### config.mk
export PLATFORM = sky130hd
export DESIGN_NAME = return_coin_sequencer
export DESIGN_NICKNAME = d
export VERILOG_FILES = /design/src/rtl/return_coin_sequencer.sv
export SDC_FILE = /design/constraint.sdc
export NUM_CORES = 1
export LEC_CHECK = 0
export BUFFER_PORTS_ARGS = -buffer_cell sky130_fd_sc_hd__clkbuf_2
export CAP_MARGIN = 20
export CORE_MARGIN = 10
export CORE_UTILIZATION = 55
export DETAILED_ROUTE_END_ITERATION = 8
export GPL_TIMING_DRIVEN = 0
export PLACE_DENSITY = 0.87
export SLEW_MARGIN = 20
export SYNTH_ARGS = -nofsm -noshare
export SYNTH_HDL_FRONTEND = slang
export SYNTH_SLANG_ARGS = --single-unit
### constraint.sdc
create_clock -name clk -period 6.35 [get_ports clk]
set_input_delay 0.635 -clock clk [delete_from_list [all_inputs] [get_ports clk]]
set_output_delay 0.635 -clock clk [all_outputs]
set_load 0.05 [all_outputs]
### src/rtl/return_coin_sequencer.sv
// Balance-return controller for the vending machine.
// Runs the inactivity timer, latches the balance on timeout or a user request,
// and hands coins one at a time, largest value first, to the hopper over valid/ready.
module return_coin_sequencer #(
  parameter int unsigned TOTAL_BITS  = 31,
  parameter int unsigned COIN0_VALUE = 100,
  parameter int unsigned COIN1_VALUE = 500,
  parameter int unsigned COIN2_VALUE = 1000,
  parameter int unsigned WAIT_TIME   = 10
) (
  input  logic                  clk,
  input  logic                  reset_n,
  input  logic                  i_activity,
  input  logic                  i_trigger_return,
  input  logic [TOTAL_BITS-1:0] i_current_total,
  input  logic                  i_hopper_ready,
  output logic [31:0]           o_wait_time,
  output logic [2:0]            o_return_coin,
  output logic                  o_return_valid,
  output logic [TOTAL_BITS-1:0] o_return_total,
  output logic                  o_busy,
  output logic                  o_done,
  output logic                  o_residual
);

  typedef enum logic [2:0] {
    S_IDLE,
    S_WAIT,
    S_LATCH,
    S_RETURN,
    S_DONE
  } state_t;

  localparam logic [TOTAL_BITS-1:0] C0      = TOTAL_BITS'(COIN0_VALUE);
  localparam logic [TOTAL_BITS-1:0] C1      = TOTAL_BITS'(COIN1_VALUE);
  localparam logic [TOTAL_BITS-1:0] C2      = TOTAL_BITS'(COIN2_VALUE);
  localparam logic [31:0]           WT_INIT = 32'(WAIT_TIME);

  state_t                  state_q, state_d;
  logic [31:0]             wait_q, wait_d;
  logic [TOTAL_BITS-1:0]   rem_q, rem_d;
  logic [2:0]              coin_q, coin_d;
  logic                    valid_q, valid_d;
  logic                    busy_q, busy_d;
  logic                    done_q, done_d;
  logic                    residual_q, residual_d;
  logic                    accept;

  // Largest coin that still fits into the remaining amount; zero when none fits.
  function automatic logic [2:0] pick_coin(input logic [TOTAL_BITS-1:0] r);
    if (r >= C2)      return 3'b100;
    else if (r >= C1) return 3'b010;
    else if (r >= C0) return 3'b001;
    else              return 3'b000;
  endfunction

  function automatic logic [TOTAL_BITS-1:0] coin_value(input logic [2:0] c);
    case (c)
      3'b100:  return C2;
      3'b010:  return C1;
      3'b001:  return C0;
      default: return '0;
    endcase
  endfunction

  assign accept         = valid_q & i_hopper_ready;
  assign o_return_total = accept ? coin_value(coin_q) : '0;

  assign o_wait_time    = wait_q;
  assign o_return_coin  = coin_q;
  assign o_return_valid = valid_q;
  assign o_busy         = busy_q;
  assign o_done         = done_q;
  assign o_residual     = residual_q;

  // State and output registers; reset drops any in-flight coin.
  always_ff @(posedge clk) begin
    if (!reset_n) begin
      state_q    <= S_IDLE;
      wait_q     <= '0;
      rem_q      <= '0;
      coin_q     <= '0;
      valid_q    <= 1'b0;
      busy_q     <= 1'b0;
      done_q     <= 1'b0;
      residual_q <= 1'b0;
    end else begin
      state_q    <= state_d;
      wait_q     <= wait_d;
      rem_q      <= rem_d;
      coin_q     <= coin_d;
      valid_q    <= valid_d;
      busy_q     <= busy_d;
      done_q     <= done_d;
      residual_q <= residual_d;
    end
  end

  // Next-state selection; a registered valid of 0 in RETURN means nothing is left to pay out.
  always_comb begin
    state_d = state_q;
    case (state_q)
      S_IDLE: begin
        if (i_trigger_return)  state_d = S_LATCH;
        else if (i_activity)   state_d = S_WAIT;
      end
      S_WAIT: begin
        if (i_trigger_return)                       state_d = S_LATCH;
        else if (!i_activity && wait_q == 32'd1)    state_d = S_LATCH;
      end
      S_LATCH:  state_d = S_RETURN;
      S_RETURN: if (!valid_q) state_d = S_DONE;
      S_DONE:   state_d = S_IDLE;
      default:  state_d = S_IDLE;
    endcase
  end

  // Next values of the registered outputs and datapath.
  // The coin is chosen from the next remaining amount so it is already valid on the
  // first RETURN cycle and right after each accept.
  always_comb begin
    wait_d     = wait_q;
    rem_d      = rem_q;
    coin_d     = coin_q;
    valid_d    = valid_q;
    done_d     = 1'b0;
    residual_d = residual_q;
    busy_d     = (state_d == S_LATCH) || (state_d == S_RETURN) || (state_d == S_DONE);
    case (state_q)
      S_IDLE: begin
        if (state_d == S_WAIT) wait_d = WT_INIT;
      end
      S_WAIT: begin
        if (i_activity)          wait_d = WT_INIT;
        else if (wait_q != '0)   wait_d = wait_q - 32'd1;
      end
      S_LATCH: begin
        rem_d   = i_current_total;
        coin_d  = pick_coin(i_current_total);
        valid_d = (coin_d != 3'b000);
      end
      S_RETURN: begin
        if (!valid_q) begin
          coin_d     = '0;
          valid_d    = 1'b0;
          done_d     = 1'b1;
          residual_d = (rem_q != '0);
        end else if (i_hopper_ready) begin
          rem_d   = rem_q - coin_value(coin_q);
          coin_d  = pick_coin(rem_d);
          valid_d = (coin_d != 3'b000);
        end
      end
      default: begin
      end
    endcase
    if (state_d == S_LATCH) begin
      wait_d     = '0;
      residual_d = 1'b0;
    end
  end

endmodule

# == Word level (Yosys, flattened, before mapping) ==
# Index checks and enable logic that the tools add are counted.
# op_classes
muxes,35
n_addsub,2
n_eq_ne,16
magnitude_cmp,6
reduce_logical,17
n_bitwise,3
# ops
cell,count
$mux 31,6
$mux 32,3
$pmux 32 s2,1
$ge 31x10->1 const B,2
$ge 31x7->1 const B,2
$ge 31x9->1 const B,2
$pmux 31 s2,1
$mux 3,13
$eq 32x1->1 const B,1
$reduce_bool 32->1,1
$sub 32x1->32 const B,1
$reduce_bool 31->1,1
$sub 31x31->31,1
$pmux 10 s3,1
$eq 3x2->1 const B,5
$pmux 3 s4,1
$eq 3x1->1 const B,3
$eq 3x3->1 const B,2
$ne 2x2->1 const B,3
$ne 3x3->1 const B,2
$pmux 3 s2,1
$reduce_and 2->1,3
$reduce_and 3->1,2
$reduce_bool 3->1,2
other kinds (11),19
# totals
word_cells,87
ff_bits,73
out_inout_bits,70
in_bits,36

# == Longest topological paths before layout ==
# depth
ltp_word,17
depth_mapped,12
ltp_nobuf,12

# == Least setup slack after synthesis ==
# No wires, ideal clock.
# synth_path
kind,flip-flop to flip-flop
startpoint,reg coin_q[1] (netlist: o_return_coin[1])
endpoint,reg coin_q[2] (netlist: o_return_coin[2])
path_stages_with_launch,12
path_buffers,1
setup_ps,120
setup_slack_ps,2617
t_arrival_ps,3613
period_less_slack_ps,3733
t_required_ps,6230
cell_sequence,dfxtp_1 or3b_2 and2_1 ha_1 clkbuf_1 a21o_2 a21o_2 or4_4 o21a_1 nor4_1 nand4_1 o31a_1
# synth_via
elab_chain_len,14
elab_cells_between_ends,16
cone_classes,add/sub (1); order compare (1); eq/ne (3); mux (11)
# synth_rtl
element,line_no,text
from (decl),42,"logic [2:0] coin_q, coin_d;"
from (signal assigned),91,coin_q <= coin_d;
$eq 3x1->1 (tied with other cells),58,case (c)
$pmux 10 s3 *,58,
$mux 31 *,148,end else if (i_hopper_ready) begin
$mux 31 *,143,if (!valid_q) begin
$mux 31 *,129,case (state_q)
$sub 31x31->31 *,149,rem_d = rem_q - coin_value(coin_q);
$ge 31x10->1 *,51,if (r >= C2) return 3'b100;
$mux 3 *,51,
$mux 3 *,148,
$mux 3 *,143,
$mux 3 *,129,
$mux 3 *,148,
$mux 3 *,143,
$pmux 3 s2 *,129,
# Every way passes the cells marked *; elsewhere a longest branch is shown, timed or not. The select of a mux whose other input is x is not followed.
# A chain may end at the register's enable or synchronous reset.

# == Worst setup path in the final report ==
# layout_path
startpoint,reg coin_q[1] (netlist: o_return_coin[1])
endpoint,reg coin_q[0] (netlist: o_return_coin[0])
# layout_via
elab_chain_len,16
elab_cells_between_ends,20
cone_classes,add/sub (1); order compare (3); eq/ne (3); mux (13)
# layout_rtl
element,line_no,text
$eq 3x1->1 (tied with other cells),58,
$pmux 10 s3 *,58,
$mux 31 *,148,
$mux 31 *,143,
$mux 31 *,129,
$sub 31x31->31 *,149,
$ge 31x7->1,53,else if (r >= C0) return 3'b001;
$mux 1,53,
$mux 2,52,else if (r >= C1) return 3'b010;
$mux 3 *,51,
$mux 3 *,148,
$mux 3 *,143,
$mux 3 *,129,
$mux 3 *,148,
$mux 3 *,143,
$pmux 3 s2 *,129,
# Marked as above.

==> metrics.yaml <==
yosys-top-cells-area: "dfxtp_1, nor2_1, a21oi_1"
ys_top_cells_by_count: "nor2_1, dfxtp_1, a21oi_1, nand2_1, o21ai_0"
yosys.area.top_type: "dfxtp_1"
drc: 0
critical_path_arrival_ns: 4.99
grt_max_degree: 13
ys_ff_latch: 73
maxSlewHeadroom_pct: 36.3
crit_required_ns: 6.60
worst_slew_pin_slew_ns: 0.953
fmax_mhz: 211
final_nets: 794
netlist.area_leader.share_pct: 30.4
p_sw_share_pct: 46.2
via_per_inst: 6.23
fin_skew_ns: 0.0129
seq_power_share_pct: 27.8
drtAntennaViolNets: 0
cts_root_buffer: "clkbuf_8"
crit_path_max_incr_delay_ns: 0.61
hold_class: "reg -> reg"
cts_setup_buffers: 0
clock_latency_ns: 0.36
ctsLongestPathBuffers: 2
vias: 5348
ctsHoldBuffers: 0
power_density_mw_per_mm2: 375
antenna_cells: 0
ys_seq_area_share_pct: 30.4
syn_area_mm2: 0.00480
syn_area_per_cell_um2: 7.60
cap_violations: 0
cts_tree: "done"
die_w_um: 113
fin_crit_ns: 4.74
ys_dominant_reg_cell: "dfxtp_1"
die_area_mm2: 0.0129
post_cts_resized: 0
reg2regPathDepth: 11
whs_path_depth: 2
gp_congestion: 1.00
n_fill_cell: 775
initial_core_util_pct: 55.9
rows: 34
drive_gt1_share_pct: 19.6
port_buffers: 82
grt_pass1_vias: 5242
leakagePower_nw: 2.40
power_frac_clock_pct: 21.3
fin_setup_tns_ns: 0
core_mm2: 0.00859
hpwl_um: 12400
routed_wl_um: 16100
cts_sinks: 73
yosysWarnings: 0
irDropWorstVdd_mv: 0.269
firstDrtPassIters: 6
path_class: "reg -> reg"
finalSetupViolCount: 0
status: "completed"
grt_util_all_layers_pct: 24.3
async_flop_share_pct: 0
timing.critical_path.mode_cell: "nand4_1"
p_comb_share_pct: 50.9
gr-total-overflow: 0
drt_iter0_markers: 458
synthCells: 632
switchingPower_mw: 0.983
rsz0062_at_grt: "false"
syn_to_final_growth_pct: 18.1
stdcell_count: 859
grt_pass1_wl_um: 26000
intPower_mw: 1.15
critPathCaptureType: "register"
cts_max_level: 3
dp.cells: 844
antenna_found_initial: 0
avgRoutedWirePerCell_um: 18.8
cts_inserted_buffers: 9
hold_viol_final: 0
ioPinCount: 106
crit_chain: "or3b_2 > and2_1 > ha_1 > clkbuf_1 > nand4_1 > a21oi_1 > nor2_1 > xor2_1 > nor4_1 > nand4_1 > o31ai_1"
synth-edff-count: 0
maxSlewViolCount: 0
fp.dieH_um: 113
post-route-period-util_pct: 74.6
yosysMostFrequentCell: "nor2_1"
start_kind: "register"
synth_cell_types: 64
critical-path-slowest-cell: "a21oi_1"
clk_pin_slew_ns: 0.08
path_max_fanout: 9
cell families (layout without fill, tap and decap cells):
| kind of cell | count (synthesis) | count (layout) | share of synthesized area (%) |
|---|---|---|---|
| AO/OA/AOI/OAI | 169 | 169 | 23.4 |
| adder cells (fa/ha/maj) | 11 | 11 | 3.02 |
| flip-flops | 73 | 73 | 30.4 |
| buffers and inverters | 65 | 162 | 7.53 |
| XOR/XNOR | 38 | 38 | 6.93 |
| AND/OR/NAND/NOR | 275 | 275 | 28.6 |
| other | 1 | 23 | 0.0781 |
registers in the layout (all words and copies together), names as in the netlist:
register,count
o_return_coin,3
o_done,1
o_wait_time,32
rem_q,31
o_residual,1
state_q,3
o_return_valid,1
o_busy,1
path summary, 6_finish.rpt:
path	from	end	slack (ns)
min reg2reg	rem_q[1]	rem_q[1]	0.48
max	o_return_coin[1]	o_return_coin[0]	1.61
min	rem_q[1]	rem_q[1]	0.48
max reg2reg	o_return_coin[1]	o_return_coin[0]	1.61
stage by stage:
step	setup WS (ns)	hold WS, ns	power, mW	util (%)	area [um2]
detailed placement	1.97	0.467	1.66	63.2	5430
global route	1.56	0.520	2.25	66.0	5670
finish	1.61	0.476	2.13	66.0	5670
CTS	1.85	0.477	2.11	66.0	5670
global placement	1.87	0.459	1.64	63.2	5430
floorplan	2.62	0.444	1.41	-	4880
critical path, delay by kind of cell (launching register included):
family,cells,cell delay [ns]
simple gates,6,2.29
buf+inv,1,0.34
fa+ha+maj,1,0.27
flops,1,0.44
compound gates,2,1.06
xor+xnor,1,0.23
layout by cell type (no fill, tap or decap), types with 8 or more instances in the layout:
master / count
nand2_1: 49
dfxtp_1: 73
or4_1: 14
clkbuf_1: 23
clkbuf_2: 82
xnor2_1: 20
ha_1: 10
nand4_1: 11
inv_1: 9
buf_4: 26
clkbuf_8: 10
a21oi_1: 51
nor3_1: 19
xor2_1: 18
conb_1: 23
nor4_1: 26
o21ai_0: 30
a31oi_1: 8
or3_1: 14
nand3_1: 10
nor2_1: 94
power groups by stage:
stage,Combinational (mW),Clock (mW),Sequential (mW)
after global placement,1.04,0,0.597
after CTS,1.07,0.454,0.590
final,1.08,0.453,0.592
after detailed placement,1.06,0,0.600
after floorplan,0.689,0,0.717
after global routing,1.18,0.470,0.602
layer usage:
metal	wire [um]	GRT usage [%]
met3	1650	6.67
met2	7400	39.5
met1	6410	28.8
met5	0	0
met4	660	12.5
final cells by class:
type | instances | area (um2) | share of cell area [%]
multi-input cells | 516 | 3060 | 54.0
flip-flops and latches | 73 | 1460 | 25.8
repair buffers | 82 | 410 | 7.24
plain buffers | 56 | 328 | 5.78
clock buffers | 10 | 138 | 2.43
well taps | 108 | 135 | 2.38
clock inverters | 5 | 104 | 1.83
inverters | 9 | 33.8 | 0.596
No activity file was read; power rests on OpenSTA's default activity.
